--- config.mk ---
export PLATFORM = sky130hd
export DESIGN_NAME = bird_controller
export DESIGN_NICKNAME = d
export VERILOG_FILES = /design/src/rtl/flappy_pkg.sv /design/src/rtl/sync_edge_detect.sv /design/src/rtl/bird_controller.sv
export SDC_FILE = /design/constraint.sdc
export NUM_CORES = 1
export LEC_CHECK = 0
export ABC_CLOCK_PERIOD_IN_PS = 5100
export CORE_MARGIN = 5
export CORE_UTILIZATION = 35
export CTS_CLUSTER_DIAMETER = 100
export DETAILED_ROUTE_END_ITERATION = 6
export GPL_TIMING_DRIVEN = 0
export RECOVER_POWER = 25
export REMOVE_ABC_BUFFERS = 1
export SLEW_MARGIN = 20
export SYNTH_ARGS = -nofsm -noshare
export SYNTH_HDL_FRONTEND = slang
export SYNTH_SLANG_ARGS = --single-unit
--- constraint.sdc ---
create_clock -name clk_rgb -period 5.1 [get_ports clk_rgb]
set_clock_uncertainty 0.1 [all_clocks]
set_input_delay 0.765 -clock clk_rgb [delete_from_list [all_inputs] [get_ports clk_rgb]]
set_output_delay 0.765 -clock clk_rgb [all_outputs]
set_load 0.02 [all_outputs]
--- src/rtl/flappy_pkg.sv ---
// Shared game types and default bird physics constants, so the renderer and
// the controller agree on state encoding and fixed-point scaling.
package flappy_pkg;

  typedef enum logic [1:0] {
    IDLE    = 2'd0,
    RUNNING = 2'd1,
    DEAD    = 2'd2
  } bird_state_t;

  localparam int unsigned DEF_FRAC_BITS      = 4;
  localparam int unsigned DEF_GRAVITY        = 6;
  localparam int unsigned DEF_FLAP_VELOCITY  = 96;
  localparam int unsigned DEF_MAX_FALL_SPEED = 160;

endpackage

--- src/rtl/sync_edge_detect.sv ---
// Two-flop synchronizer for an asynchronous button followed by a one-cycle
// rising-edge pulse.
module sync_edge_detect (
  input  logic clk_i,
  input  logic rst_i,
  input  logic d_i,
  output logic pulse_o
);

  logic meta_q, sync_q, prev_q;

  always_ff @(posedge clk_i) begin
    if (rst_i) begin
      meta_q <= 1'b0;
      sync_q <= 1'b0;
      prev_q <= 1'b0;
    end else begin
      meta_q <= d_i;
      sync_q <= meta_q;
      prev_q <= sync_q;
    end
  end

  assign pulse_o = sync_q & ~prev_q;

endmodule

--- src/rtl/bird_controller.sv ---
// Per-frame bird physics and game state machine, clocked by the pixel clock;
// also flags pixels covered by the bird sprite.
module bird_controller
  import flappy_pkg::*;
#(
  parameter int unsigned HOR_ACTIVE_PIXELS = 1280,
  parameter int unsigned VER_ACTIVE_PIXELS = 720,
  parameter int unsigned BIRD_X            = 320,
  parameter int unsigned BIRD_SIZE         = 32,
  parameter int unsigned START_Y           = 344,
  parameter int unsigned FRAC_BITS         = DEF_FRAC_BITS,
  parameter int unsigned GRAVITY           = DEF_GRAVITY,
  parameter int unsigned FLAP_VELOCITY     = DEF_FLAP_VELOCITY,
  parameter int unsigned MAX_FALL_SPEED    = DEF_MAX_FALL_SPEED,
  localparam int unsigned X_WIDTH = $clog2(HOR_ACTIVE_PIXELS),
  localparam int unsigned Y_WIDTH = $clog2(VER_ACTIVE_PIXELS)
) (
  input  logic               clk_rgb,
  input  logic               rst,
  input  logic               vs,
  input  logic               de,
  input  logic [X_WIDTH-1:0] x,
  input  logic [Y_WIDTH-1:0] y,
  input  logic               flap,
  output logic [Y_WIDTH-1:0] bird_y,
  output logic               bird_pixel,
  output logic [1:0]         state,
  output logic [15:0]        score
);

  localparam int unsigned PW = Y_WIDTH + FRAC_BITS;
  localparam int unsigned VW = PW + 1;
  localparam int unsigned NW = PW + 2;

  localparam logic [PW-1:0]        START_POS = PW'(START_Y << FRAC_BITS);
  localparam logic [PW-1:0]        FLOOR_POS = PW'((VER_ACTIVE_PIXELS - BIRD_SIZE) << FRAC_BITS);
  localparam logic signed [NW-1:0] FLOOR_S   = $signed({2'b00, FLOOR_POS});
  localparam logic signed [VW-1:0] GRAV_S    = VW'(GRAVITY);
  localparam logic signed [VW-1:0] FLAP_S    = VW'(FLAP_VELOCITY);
  localparam logic signed [VW-1:0] MAXF_S    = VW'(MAX_FALL_SPEED);
  localparam logic [X_WIDTH:0]     X_LO      = (X_WIDTH+1)'(BIRD_X);
  localparam logic [X_WIDTH:0]     X_HI      = (X_WIDTH+1)'(BIRD_X + BIRD_SIZE);
  localparam logic [Y_WIDTH:0]     Y_SIZE    = (Y_WIDTH+1)'(BIRD_SIZE);

  bird_state_t             state_q, state_d;
  logic [PW-1:0]           pos_q, pos_d;
  logic signed [VW-1:0]    vel_q, vel_d;
  logic [15:0]             score_q, score_d;
  logic                    pending_q, pending_d;
  logic                    vs_q;
  logic                    pixel_q, pixel_d;

  logic                    flap_edge, frame_tick, flap_now, advance;
  logic signed [VW-1:0]    vel_sum, vel_n;
  logic signed [NW-1:0]    p_next;
  logic [15:0]             score_inc;
  logic [Y_WIDTH:0]        y_top, y_bot;
  logic [X_WIDTH:0]        x_ext;

  sync_edge_detect u_flap_sync (
    .clk_i   (clk_rgb),
    .rst_i   (rst),
    .d_i     (flap),
    .pulse_o (flap_edge)
  );

  always_comb begin
    frame_tick = vs & ~vs_q;
    // An edge landing on the tick cycle itself is folded in directly.
    flap_now   = pending_q | flap_edge;
    pending_d  = frame_tick ? 1'b0 : flap_now;

    vel_sum = vel_q + GRAV_S;
    if (flap_now)              vel_n = -FLAP_S;
    else if (vel_sum > MAXF_S) vel_n = MAXF_S;
    else                       vel_n = vel_sum;
    p_next    = $signed({2'b00, pos_q}) + NW'(vel_n);
    score_inc = (score_q == '1) ? score_q : score_q + 16'd1;

    state_d = state_q;
    pos_d   = pos_q;
    vel_d   = vel_q;
    score_d = score_q;
    advance = 1'b0;

    if (frame_tick) begin
      case (state_q)
        IDLE:    advance = flap_now;
        RUNNING: advance = 1'b1;
        DEAD: begin
          if (flap_now) begin
            state_d = IDLE;
            pos_d   = START_POS;
            vel_d   = '0;
            score_d = '0;
          end
        end
        default: state_d = IDLE;
      endcase
    end

    if (advance) begin
      state_d = RUNNING;
      score_d = score_inc;
      if (p_next < 0) begin
        pos_d = '0;
        vel_d = '0;
      end else if (p_next >= FLOOR_S) begin
        pos_d   = FLOOR_POS;
        vel_d   = '0;
        state_d = DEAD;
      end else begin
        pos_d = p_next[PW-1:0];
        vel_d = vel_n;
      end
    end

    x_ext   = {1'b0, x};
    y_top   = {1'b0, bird_y};
    y_bot   = y_top + Y_SIZE;
    pixel_d = de && (x_ext >= X_LO) && (x_ext < X_HI)
                 && ({1'b0, y} >= y_top) && ({1'b0, y} < y_bot);
  end

  always_ff @(posedge clk_rgb) begin
    if (rst) begin
      state_q   <= IDLE;
      pos_q     <= START_POS;
      vel_q     <= '0;
      score_q   <= '0;
      pending_q <= 1'b0;
      vs_q      <= 1'b0;
      pixel_q   <= 1'b0;
    end else begin
      state_q   <= state_d;
      pos_q     <= pos_d;
      vel_q     <= vel_d;
      score_q   <= score_d;
      pending_q <= pending_d;
      vs_q      <= vs;
      pixel_q   <= pixel_d;
    end
  end

  assign bird_y     = pos_q[PW-1:FRAC_BITS];
  assign state      = state_q;
  assign score      = score_q;
  assign bird_pixel = pixel_q;

endmodule

==> metrics.md, run 1 <==
| Metric | Value |
|---|---|
| Drt via density | about 5.4 |
| Slowest CP cell | o41a_4 |
| CP max stage delay | about 0.49 ns |
| First-pass GRT wire length | ~18000 um |
| Post-synth EDFFs | 0 |
| Kind of critical path | reg2reg |
| Status | complete, no violations |
| Layout cell share with drive strength beyond 1 | 0.174 |
| Critical Path AT | between 5 and 6 ns |
| Crit. End Element | register |
| Crit Reg-Reg Startpoint | vel_q[2]$_SDFFE_PP0P_ |
| DR WL/cell | between 15 and 20 um |
| DRC violations left | 0 |
| Pwr/cell area | between 200 and 250 nW/um^2 |
| CTS tree | built |
| N_diodes | 0 |
| Area leader, netlist | dfxtp_1 |
| Yosys warnings | 0 |
| Mean Syn Cell Area | slightly below 8 sq um |
| Post-DRT Antenna Nets | 0 |
| Ys async rst share | 0 |
| Worst hold start | u_flap_sync.meta_q$_SDFF_PP0_ |
| Crit Path Max Fanout | 7 |
| Unrepaired setup endpoints after global routing | yes |
| Hold endpoint | u_flap_sync.sync_q$_SDFF_PP0_ |
| Fin. Hold Viols | 0 |
| Leakage power | 2.02 nW |
| CTS clk-pin slew, worst paths | approximately 0.08 ns |
| Max Slew Vio Count | 0 |
| Area Growth Syn to Fin | 27.4% |
| CTS max path bufs | 2 |
| Synth top area cells | dfxtp_1 (26%), ha_1 (9.5%), nor2_1 (6.2%), xnor2_1 (5.4%), nand2_1 (3.7%) |
| Reg2Reg Depth | 27 |
| Hold depth | 1 |
| Final Power | around 0.0012 W |
| 1st-pass router iterations | 4 |
| Min Tclk post-route | 4.97 ns |
| DIE WIDTH | roughly 120 um |
| Latest clock arrival within the worst-skew pair | 0.31 ns |
| FF-to-FF setup slack | roughly 0.13 ns |
| Mapped cell area | a little over 4000 sq um |
| Worst-Margin Slew | ~0.91 ns |
| TritonCTS Buffers | 5 |
| Mapped Cells | 525 |
| H-tree depth | 2 |
| Max-cap viol count | 0 |
| Worst EP required | 5.20 ns |
| First DRT Iteration DRCs | between 200 and 250 |
| Port Buffer Count | 49 |
| Hold Slack | 0.353 ns |
| Hpwl dp | approximately 7600 um |
| Initial Util | 0.357 |
| Grt ovf | 0 |
| Distinct cell type count after synthesis | 66 |
| Overall Global Routing Usage | 0.148 |
| Final setup fails | 0 |
| Vias in the first global route | between 3000 and 4000 |
| Full die area | approximately 14000 sq um |
| Final WL | 10900 um |
| Gpl congestion | ~0.87 |
| NumNets Final | about 630 |
| Period utilization | 0.974 |
| Die Y | 118 um |
| Yosys top cell area share | 0.260 |
| Largest net degree at the start of global routing | 29 |
| #FFs+latches synth | between 50 and 60 |
| CORE AREA | about 11000 sq um |
| Ports | 55 |
| Max VDD drop | approximately 110 uV |
| Worst R2R End | vel_q[9]$_SDFFE_PP0P_ |
| Via count | approximately 3900 |
| Startpoint Class | register |
| Clk sinks | 53 |
| Primary FF master, synth | dfxtp_1 |
| Slew margin rel. | 0.391 |
| Worst min path class | reg2reg |
| Clk root buf | clkbuf_16 |
| Cell Rows | 39 |
| Max Fclk | 201 MHz |
| Hold_buf cts | 0 |
| Seq/Total Area, Yosys | 0.260 |
| Initial antenna violation count | 0 |
-- sequential cells by signal, indices dropped and copies added, names as in the netlist --
signal / count
pending_q: 1
pos_q: 14
u_flap_sync.sync_q: 1
vs_q: 1
u_flap_sync.meta_q: 1
vel_q: 15
bird_pixel: 1
u_flap_sync.prev_q: 1
state: 2
score: 16
-- through the flow --
step / util / TNS, ns / setup WS [ns] / instance area [sq um] / cells
2_1_floorplan: - / -9.34 / -0.540 / 3840 / 484
3_3_place_gp: 0.395 / -45.58 / -1.73 / 4510 / 676
3_5_place_dp: 0.401 / -32.35 / -1.31 / 4580 / 680
4_1_cts: 0.436 / -0.289 / -0.0834 / 4970 / 703
5_1_grt: 0.455 / -2.06 / -0.154 / 5190 / 713
6_report: 0.455 / 0 / 0.132 / 5190 / 713
-- power breakdown --
part           switching (W)  leakage (nW)  internal (W)
sequential         0.0000140         0.432      0.000423
combinational       0.000211          1.50      0.000186
clock               0.000172        0.0842      0.000233
-- timing repair --
| action | CTS | global route |
|---|---|---|
| buffers inserted | 15 | 9 |
| pin swaps | 20 | 28 |
| gates resized for setup | 29 | 28 |
| gates cloned | 0 | 1 |
| endpoints found under the setup margin | 31 | 31 |
-- critical path: cells and delay by family, from the launching register on --
family | cells | cell delay [ns]
and+or+nand+nor | 9 | 1.32
DFF | 1 | 0.35
AOI/OAI and AO/OA | 9 | 1.77
buffers and inverters | 6 | 0.62
adders and majority gates | 3 | 0.68
-- how the worst max path moves through the flow --
stage | startpoint | end | slack (ns) | cells after the start
6_report | vel_q[2]$_SDFFE_PP0P_ | vel_q[9]$_SDFFE_PP0P_ | 0.13 | 27
5_1_grt | vel_q[2]$_SDFFE_PP0P_ | vel_q[9]$_SDFFE_PP0P_ | -0.15 | 27
4_1_cts | vel_q[1]$_SDFFE_PP0P_ | vel_q[0]$_SDFFE_PP0P_ | -0.08 | 26
3_5_place_dp | vel_q[1]$_SDFFE_PP0P_ | pos_q[8]$_SDFFE_PP1P_ | -1.31 | 25
3_3_place_gp | vel_q[1]$_SDFFE_PP0P_ | pos_q[8]$_SDFFE_PP1P_ | -1.73 | 24
2_1_floorplan | vel_q[1]$_SDFFE_PP0P_ | pos_q[8]$_SDFFE_PP1P_ | -0.54 | 24
-- metal layers --
layer,part of all wire,global-route usage,vias to the layer above
li1,-,-,1939
met2,0.47,0.241,91
met3,0.047,0.0298,18
met4,0.020,0.0473,0
met5,0,0,-
met1,0.46,0.197,1808
-- layout make-up --
class | count | area, sq um
Clock buffer | 5 | 125
Multi-Input combinational cell | 400 | 2890
Tap cell | 143 | 179
Clock inverter | 3 | 43.8
Inverter | 31 | 119
Timing Repair Buffer | 78 | 767
Sequential cell | 53 | 1070
Fill cell | 1134 | 6230
-- kinds of logic after synthesis --
| kind of cell | after synthesis | synth area share |
|---|---|---|
| multiplexers | 2 | 0.00522 |
| flip-flops | 53 | 0.260 |
| adder cells (fa/ha/maj) | 32 | 0.100 |
| buffers and inverters | 72 | 0.0859 |
| AO/OA/AOI/OAI | 127 | 0.225 |
| AND/OR/NAND/NOR | 200 | 0.240 |
| XOR/XNOR | 39 | 0.0838 |
-- synthesized netlist by cell type (all sizes together), types with 15 or more instances --
master  instances
a21oi          29
a32oi          15
buf            23
clkbuf         18
dfxtp          53
ha             31
inv            31
nand2          41
nand3          23
nor2           67
nor3           16
o21ai          22
xnor2          25
-- placed cells by master (no fill, tap or decap), drive strengths merged, types with 8 or more instances in the layout --
cell type      instances
dfxtp                 53
dlygate4sd3           11
a32oi                 15
a31oi                 10
xnor2                 25
a21oi                 29
nor2                  67
o21ai                 22
clkdlybuf4s50         37
nand2b                 8
inv                   32
nand3                 23
ha                    31
nor3                  16
xor2                  14
nand2                 41
buf                   29
nor2b                  9
a21o                  12
Note: power is estimated with default switching activity, not from simulation.
==> run 2, diff against run 1 <==
GPL_TIMING_DRIVEN = 1   (was 0)
==> metrics.md, run 2 (synthesis gave the netlist of run 1 again) <==
| Metric | Value |
|---|---|
| Status | complete, no violations |
| First DRT Iteration DRCs | 178 (-24%) |
| Kind of critical path | reg2reg |
| Latest clock arrival within the worst-skew pair | 0.31 ns (about the same) |
| Worst min path class | reg2reg |
| Via count | 3811 (-1.2%) |
| Max VDD drop | 166 uV (+47%) |
| Slew margin rel. | 0.380 (-0.0105) |
| CP max stage delay | 0.34 ns (-0.15 ns) |
| Startpoint Class | register |
| Hpwl dp | 7780 um (+2.7%) |
| Port Buffer Count | 49 (unchanged) |
| Worst-Margin Slew | 0.930 ns (+0.0158 ns) |
| Top Family by Delay on Critical Path | compound AO/OA/AOI/OAI gates |
| CP bufs+invs | 4 (-2) |
| Die Y | 118 um (unchanged) |
| Commonest non-fill, non-tap cell in the layout | nor2_1 |
| Commonest non-fill, non-tap cells in the layout | nor2_1 (62), dfxtp_1 (50), nand2_1 (40), clkdlybuf4s50_1 (39), ha_1 (28) |
| NumNets Final | 631 (+0.64%) |
| Fin. Hold Viols | 0 (unchanged) |
| FF-to-FF setup slack | 0.14 ns (about the same) |
| Worst hold start | u_flap_sync.meta_q$_SDFF_PP0_ |
| Max Slew Vio Count | 0 (unchanged) |
| Initial Util | 0.357 (unchanged) |
| Gpl congestion | 0.831 (-4.8%) |
| Period utilization | 0.973 (about the same) |
| Vias in the first global route | 3668 (+1.3%) |
| CTS max path bufs | 2 (unchanged) |
| Post-DRT Antenna Nets | 0 (unchanged) |
| CP Launch Point | vel_q[1]$_SDFFE_PP0P_ |
| N_diodes | 0 (unchanged) |
| CORE AREA | 11400 sq um (unchanged) |
| Area Growth Syn to Fin | 26.5% |
| Crit Reg-Reg Startpoint | vel_q[1]$_SDFFE_PP0P_ |
| Slowest CP cell | dfxtp_2 |
| H-tree depth | 2 (unchanged) |
| Unrepaired setup endpoints after global routing | yes |
| Hold depth | 1 (unchanged) |
| Max Fclk | 201 MHz (about the same) |
| 1st-pass router iterations | 4 (unchanged) |
| # fillers | 1165 (+2.7%) |
| Max-cap viol count | 0 (unchanged) |
| Setup TNS | 0 ns (unchanged) |
| DR WL/cell | 15.3 um (-0.38%) |
| Largest net degree at the start of global routing | 31 (+6.9%) |
| CTS tree | built |
| Drt via density | 5.32 (-1.7%) |
| Full die area | 13900 sq um (unchanged) |
| Ports | 55 (unchanged) |
| Overall Global Routing Usage | 0.148 (-0.000660) |
| Worst R2R End | vel_q[9]$_SDFFE_PP0P_ |
| Post-route design area | 5160 sq um (-0.67%) |
| Layout cell share with drive strength beyond 1 | 0.157 (-0.0169) |
| Min Tclk post-route | 4.96 ns (-0.00482 ns) |
| Crit. End Element | register |
| First-pass GRT wire length | 17700 um (+0.63%) |
| Grt ovf | 0 (unchanged) |
| Critical Path AT | 5.06 ns (about the same) |
| Final WL | 10900 um (+0.18%) |
| CTS clk-pin slew, worst paths | 0.08 ns (about the same) |
| Placed cell area | 4690 sq um (+2.5%) |
| Leakage power | 2.00 nW (-1.1%) |
| Initial antenna violation count | 0 (unchanged) |
| Hold endpoint | u_flap_sync.sync_q$_SDFF_PP0_ |
| Clk root buf | clkbuf_16 |
| DIE WIDTH | 118 um (unchanged) |
| DRC violations left | 0 (unchanged) |
| Pwr/cell area | 235 nW/um^2 (-1.6%) |
| Reg2Reg Depth | 26 (-3.7%) |
| Clk sinks | 53 (unchanged) |
| Crit Path Max Fanout | 8 (+1) |
| TritonCTS Buffers | 5 (unchanged) |
| Max reg flops | 16 (unchanged) |
| Worst EP required | 5.20 ns (about the same) |
| Hold_buf cts | 0 (unchanged) |
| Final setup fails | 0 (unchanged) |
| Cell Rows | 39 (unchanged) |
-- run 2: cell types whose count changed in the layout (fill, tap and decap cells not counted), sizes merged --
cell | before | now
clkdlybuf4s50 | 37 | 39
dlygate4sd3 | 11 | 10
clkbuf | 6 | 7
buf | 29 | 31
clkinv | 1 | 0
clkinvlp | 0 | 2
bufinv | 1 | 0
-- run 2: metrics by stage --
step	hold WS, ns	cells	setup WS (ns)	utilization	total power (W)
after global routing	0.383	717	-0.114	0.452	0.00127
after CTS	0.358	705	0.0569	0.425	0.00112
after global placement	0.329	697	0.0648	0.411	0.000756
final	0.349	717	0.137	0.452	0.00121
after floorplan	0.314	484	-0.540	-	0.000646
after detailed placement	0.340	697	-0.0412	0.411	0.000763
-- run 2: worst max path at each step --
stage | endpoint | slack [ns] | cells after the start
finish | vel_q[9]$_SDFFE_PP0P_ | 0.14 | 26
floorplan | pos_q[8]$_SDFFE_PP1P_ | -0.54 | 24
CTS | pos_q[6]$_SDFFE_PP0P_ | 0.06 | 24
global route | vel_q[8]$_SDFFE_PP0P_ | -0.11 | 26
detailed placement | pos_q[6]$_SDFFE_PP0P_ | -0.04 | 24
global placement | pos_q[8]$_SDFFE_PP1P_ | 0.06 | 23
-- run 2: timing repair --
item | 4_1_cts | 5_1_grt
pin swaps | 0 | 11
resized for setup | 2 | 38
setup endpoints to repair | 25 | 31
endpoints found under the hold margin | 0 | 0
setup buffers | 0 | 9
gates cloned | 0 | 3
-- run 2: where the power goes --
group | internal (W) | switching, W
Combinational | 0.000195 | 0.000214
Clock | 0.000186 | 0.000179
Sequential | 0.000423 | 0.0000132
Total | 0.000804 | 0.000406
-- run 2: metal layers --
| layer | vias to the layer above | part of all wire | GRT usage |
|---|---|---|---|
| li1 | 1950 | - | - |
| met1 | 1777 | 0.47 | 0.195 |
| met2 | 69 | 0.48 | 0.246 |
| met3 | 15 | 0.036 | 0.0308 |
| met4 | 0 | 0.016 | 0.0366 |
| met5 | - | 0 | 0 |
-- run 2: cell type report --
cell class | count | area (sq um) | share of cell area
Clock buffer | 5 | 125 | 0.0243
Multi-Input combinational cell | 400 | 2840 | 0.550
Inverter | 31 | 116 | 0.0226
Timing Repair Buffer | 82 | 810 | 0.157
Tap cell | 143 | 179 | 0.0347
Sequential cell | 53 | 1060 | 0.206
Clock inverter | 3 | 26.3 | 0.00509
